==> src/rtl/two_hot_run_monitor_pkg.sv <==
// Shared definitions for two_hot_run_monitor.
//   state_t     : FSM encoding; code 2'd3 is unused and recovers to IDLE
//   RUN_CNT_W   : width of the run_cnt output
package two_hot_run_monitor_pkg;

    typedef enum logic [1:0] {
        IDLE  = 2'd0,
        COUNT = 2'd1,
        LATCH = 2'd2
    } state_t;

    localparam int RUN_CNT_W = 8;

endpackage

==> src/rtl/two_hot_run_monitor_sat_counter.sv <==
// Width-parameterised saturating up-counter.
//   clk, rst : clock, async active-high reset
//   clr      : synchronous clear (wins over inc)
//   inc      : increment request; ignored once at_max
//   count    : current value
//   at_max   : count is all-ones
module sat_counter #(
    parameter int W = 8
) (
    input  logic         clk,
    input  logic         rst,
    input  logic         clr,
    input  logic         inc,
    output logic [W-1:0] count,
    output logic         at_max
);

    assign at_max = &count;

    always_ff @(posedge clk or posedge rst) begin
        if (rst)
            count <= '0;
        else if (clr)
            count <= '0;
        else if (inc && !at_max)
            count <= count + 1'b1;
    end

endmodule

==> src/rtl/two_hot_run_monitor.sv <==
// Qualifies the exactly-two-high indication: a run of RUN_LEN consecutive
// enabled high samples produces one det pulse and bumps a saturating event
// counter. A new event needs at least one enabled low sample in between.
//   clk, rst : clock, async active-high reset
//   en       : sample enable; disabled edges freeze all state
//   o_in     : upstream detector output
//   clr      : synchronous clear of FSM, counters and sat (highest priority)
//   det      : one-cycle event pulse (registered)
//   run_cnt  : consecutive-high count, saturates at RUN_LEN
//   evt_cnt  : saturating event count
//   sat      : sticky, set on the edge evt_cnt becomes all-ones
module two_hot_run_monitor
    import two_hot_run_monitor_pkg::*;
#(
    parameter int RUN_LEN = 4,
    parameter int CNT_W   = 8
) (
    input  logic                 clk,
    input  logic                 rst,
    input  logic                 en,
    input  logic                 o_in,
    input  logic                 clr,
    output logic                 det,
    output logic [RUN_CNT_W-1:0] run_cnt,
    output logic [CNT_W-1:0]     evt_cnt,
    output logic                 sat
);

    localparam logic [RUN_CNT_W-1:0] RUN_LEN_C = RUN_CNT_W'(RUN_LEN);
    // evt_cnt value one below all-ones: the increment from here saturates
    localparam logic [CNT_W-1:0]     CNT_PEN   = ~CNT_W'(1);

    state_t               state;
    logic [RUN_CNT_W-1:0] run_inc;
    logic                 sample_hi;
    logic                 fire;
    logic                 evt_at_max;

    assign run_inc   = run_cnt + 1'b1;
    assign sample_hi = !clr && en && o_in;

    // Event fires on the sample that completes the run; drives both the
    // registered det pulse and the counter increment on the same edge.
    always_comb begin
        fire = 1'b0;
        if (sample_hi) begin
            if (state == IDLE && RUN_LEN == 1)
                fire = 1'b1;
            else if (state == COUNT && run_inc == RUN_LEN_C)
                fire = 1'b1;
        end
    end

    always_ff @(posedge clk or posedge rst) begin
        if (rst) begin
            state   <= IDLE;
            run_cnt <= '0;
            det     <= 1'b0;
        end else begin
            det <= fire;
            if (clr) begin
                state   <= IDLE;
                run_cnt <= '0;
            end else if (en) begin
                case (state)
                    IDLE: begin
                        if (o_in) begin
                            state   <= (RUN_LEN == 1) ? LATCH : COUNT;
                            run_cnt <= RUN_CNT_W'(1);
                        end
                    end
                    COUNT: begin
                        if (o_in) begin
                            run_cnt <= run_inc;
                            if (run_inc == RUN_LEN_C)
                                state <= LATCH;
                        end else begin
                            state   <= IDLE;
                            run_cnt <= '0;
                        end
                    end
                    LATCH: begin
                        if (!o_in) begin
                            state   <= IDLE;
                            run_cnt <= '0;
                        end
                    end
                    default: begin
                        state   <= IDLE;
                        run_cnt <= '0;
                    end
                endcase
            end
        end
    end

    sat_counter #(.W(CNT_W)) u_evt_cnt (
        .clk    (clk),
        .rst    (rst),
        .clr    (clr),
        .inc    (fire),
        .count  (evt_cnt),
        .at_max (evt_at_max)
    );

    always_ff @(posedge clk or posedge rst) begin
        if (rst)
            sat <= 1'b0;
        else if (clr)
            sat <= 1'b0;
        else if (fire && (evt_cnt == CNT_PEN || evt_at_max))
            sat <= 1'b1;
    end

endmodule

==> config.mk <==
export PLATFORM = sky130hd
export DESIGN_NAME = two_hot_run_monitor
export DESIGN_NICKNAME = d
export VERILOG_FILES = /design/src/rtl/two_hot_run_monitor_pkg.sv /design/src/rtl/two_hot_run_monitor_sat_counter.sv /design/src/rtl/two_hot_run_monitor.sv
export SDC_FILE = /design/constraint.sdc
export NUM_CORES = 1
export LEC_CHECK = 0
export CORE_MARGIN = 2
export CORE_UTILIZATION = 45
export DETAILED_ROUTE_END_ITERATION = 6
export HOLD_SLACK_MARGIN = 0.12
export PLACE_DENSITY = 0.74
export SETUP_SLACK_MARGIN = 0.05
export SKIP_LAST_GASP = 1
export SLEW_MARGIN = 10
export SYNTH_ARGS = -nofsm -noshare
export SYNTH_HDL_FRONTEND = slang
export SYNTH_SLANG_ARGS = --single-unit
==> constraint.sdc <==
create_clock -name clk -period 1.8 [get_ports clk]
set_input_delay 0.36 -clock clk [delete_from_list [all_inputs] [get_ports clk]]
set_output_delay 0.36 -clock clk [all_outputs]
set_load 0.02 [all_outputs]
==> impl_metrics.json <==
{
  "status": "complete, no violations",
  "synth.net_count": 134,
  "yosysWarnings": 0,
  "dieArea_um2": 3020,
  "synth-seq-cells": 20,
  "grtUsageMet1_pct": 27.2,
  "cts-buffers-inserted": 3,
  "synth_compound_area_share_pct": 19.8,
  "slew_headroom_pct": 82.3,
  "crit_end": "u_evt_cnt.count[5]$_DFFE_PP0P_",
  "gp_congestion": 0.820,
  "use_met2_pct": 37.3,
  "clock_sinks": 20,
  "hold_path_class": "input pin to async pin",
  "io_buffers": 22,
  "netlist_area_um2": 1170,
  "rrSetupSlack_ps": 20,
  "worstMarginPinSlew_ps": 265,
  "drv_slew": 0,
  "cts_max_level": 1,
  "fillers": 215,
  "async_reset_ff_share_pct": 100,
  "place_hpwl_um": 2030,
  "synth_ff_type": "dfrtp_1",
  "postSynthCellCount": 125,
  "cp.arrival_ps": 1970,
  "ys_top_cells_by_area": "dfrtp_1 43%, o21ai_0 6.4%, nor2_1 5.1%",
  "grt_max_degree": 21,
  "final_nets": 184,
  "met3_usage_pct": 4.03,
  "holdWs_ps": 378,
  "final_cell_mix": "25 x buf_4, 17 x dfrtp_1, 16 x nor2_1, 15 x o21ai_0, 13 x dlygate4sd2_1",
  "drt_iter0_drc": 28,
  "multiInputGateArea_um2": 686,
  "timing.final.crit_share_pct": 99.0,
  "crit_fanout": 5,
  "drt_drc_violations_left": 0,
  "critPathKind": "register to register",
  "finalSetupViolCount": 0,
  "io_pins": 23,
  "startpoint_type": "register",
  "synth_area_leader_cell": "dfrtp_1",
  "rsz0062_at_grt": "yes",
  "clkTransAtPathRegs_ps": 110,
  "die_x_um": 54.9,
  "cts_hold_buf": 0,
  "power_density_nw_per_um2": 452,
  "vias": 1118,
  "r2r-start": "run_cnt[1]$_DFFE_PP0P_",
  "setup_tns_ps": 0,
  "crit_start": "run_cnt[1]$_DFFE_PP0P_",
  "synth-edff-count": 0,
  "synth.distinct_cells": 37,
  "layout-drive-gt1-share_pct": 27.0,
  "grt_pass1_vias": 1044,
  "regArea_um2": 504,
  "yosysTopAreaCellShare_pct": 42.9,
  "finalCriticalPeriod_ps": 1780,
  "seq_area_frac_synth_pct": 42.9,
  "area_delta_synth_final_pct": 42.6,
  "grt_pass1_wl_um": 4650,
  "synthSimpleGateAreaFrac_pct": 24.7,
  "drt-total-wl_um": 2920,
  "grt_usage_pct": 21.4,
  "antenna_cells": 0,
  "synth_top_family_by_area": "simple AND/OR/NAND/NOR gates",
  "irDropWorstVdd_mv": 0.359,
  "synth-adder-area-share_pct": 4.29,
  "clkLatencyLatePin_ps": 290,
  "final_hold_viol_count": 0,
  "required_ps": 1990,
  "wl_per_cell_um": 14.3,
  "grt.overflow.total": 0,
  "busiest_layer": "met2",
  "ctsRootBufferMaster": "clkbuf_4",
  "endpoint_kind": "register",
  "clock.fmax_mhz": 561,
  "cts_setup_buffers": 0,
  "fin_skew_ps": 4.17,
  "synth.avg_cell_area_um2": 9.34,
  "dpl_cell_area_um2": 1600,
  "cts_tree": "done",
  "stdcell_area_um2": 1660,
  "worstReg2RegEnd": "u_evt_cnt.count[5]$_DFFE_PP0P_",
  "coreArea_um2": 2480,
  "pre_cts_ws_ps": -130,
  "setup_ws_ps": 17.3,
  "layout_commonest_cell": "buf_4",
  "cts_max_path_buffers": 2,
  "synthMuxAreaShare_pct": 0.965,
  "die_height_um": 54.9,
  "synth_xor_area_share_pct": 4.50,
  "ant_nets": 0,
  "p_leak_nw": 0.848,
  "dr.pass1.iters": 4,
  "initial_utilization_pct": 47.1,
  "drv_cap": 0,
  "viasPerCell": 5.48,
  "reg2reg_depth": 5,
  "antenna_found_initial": 0,
  "rows": 18
}
[worst min path at each step]
stage / slack [ps] / from / end / cells past startpoint
2_1_floorplan: 320 / rst / det$_DFF_PP0_ / 1
5_1_grt: 400 / rst / state[1]$_DFFE_PP0P_ / 3
3_5_place_dp: 510 / sat$_DFFE_PP0P_ / sat$_DFFE_PP0P_ / 2
3_3_place_gp: 480 / sat$_DFFE_PP0P_ / sat$_DFFE_PP0P_ / 2
6_report: 380 / rst / state[1]$_DFFE_PP0P_ / 3
4_1_cts: 370 / rst / state[1]$_DFFE_PP0P_ / 3
[Yosys cell counts (all sizes together), types with 2 or more instances]
library cell  count
xnor2             3
a21o              2
o21ai            15
a211oi            2
and3              4
nand3             6
inv               3
and2              3
a21oi             4
nand4             2
dfrtp            20
nor3              3
nand2            11
o211ai            3
buf               2
ha                4
nor2             16
a211o             3
or3               2
xor2              3
[worst max-delay path, cell delays in order, from the launching register on]
cell and delay (ps):
dfrtp_2 450, and3_4 190, or3_4 330, a211o_1 280
nor2b_4 150, a211o_1 280
[sequential cells by signal, indices dropped and copies added (netlist names)]
signal	flops
det	1
run_cnt	8
sat	1
state	2
u_evt_cnt.count	8
[area by class of cell]
class,count,area share (%)
multi-input cells,100,41.2
flip-flops and latches,20,30.3
repair buffers,47,24.0
well taps,30,2.26
clock buffers,4,1.58
inverters,3,0.677
[through the flow]
stage,instances,total power [mW],utilization [%]
after floorplan,125,0.505,-
after global placement,200,0.542,64.4
after detailed placement,200,0.546,64.4
after CTS,204,0.767,65.7
after global routing,204,0.792,67.2
final,204,0.753,67.2
[power by group]
part           total (mW)  switching (mW)  leakage [nW]  internal, mW
registers           0.460         0.00629         0.273         0.453
clock network       0.217           0.130        0.0150        0.0861
logic              0.0764          0.0402         0.561        0.0362
total               0.753           0.177         0.848         0.576
[per-layer routing]
layer  wire [um]  share of wire (%)
met1        1300                 45
met2        1460                 50
met3         141                4.8
met4          15               0.51
met5           0                  0
[what timing repair did]
action	CTS	global route
setup endpoints to repair	19	11
pin swaps	5	2
resized for setup	16	9
[cells by family (layout without fill, tap and decap cells)]
kind of cell             Yosys count  count (layout)
multiplexers                       1               1
AO/OA/AOI/OAI                     36              36
buffers and inverters              5              54
AND/OR/NAND/NOR                   53              53
XOR/XNOR                           6               6
adder cells (fa/ha/maj)            4               4
flip-flops                        20              20
Note: power is estimated with default switching activity, not from simulation.
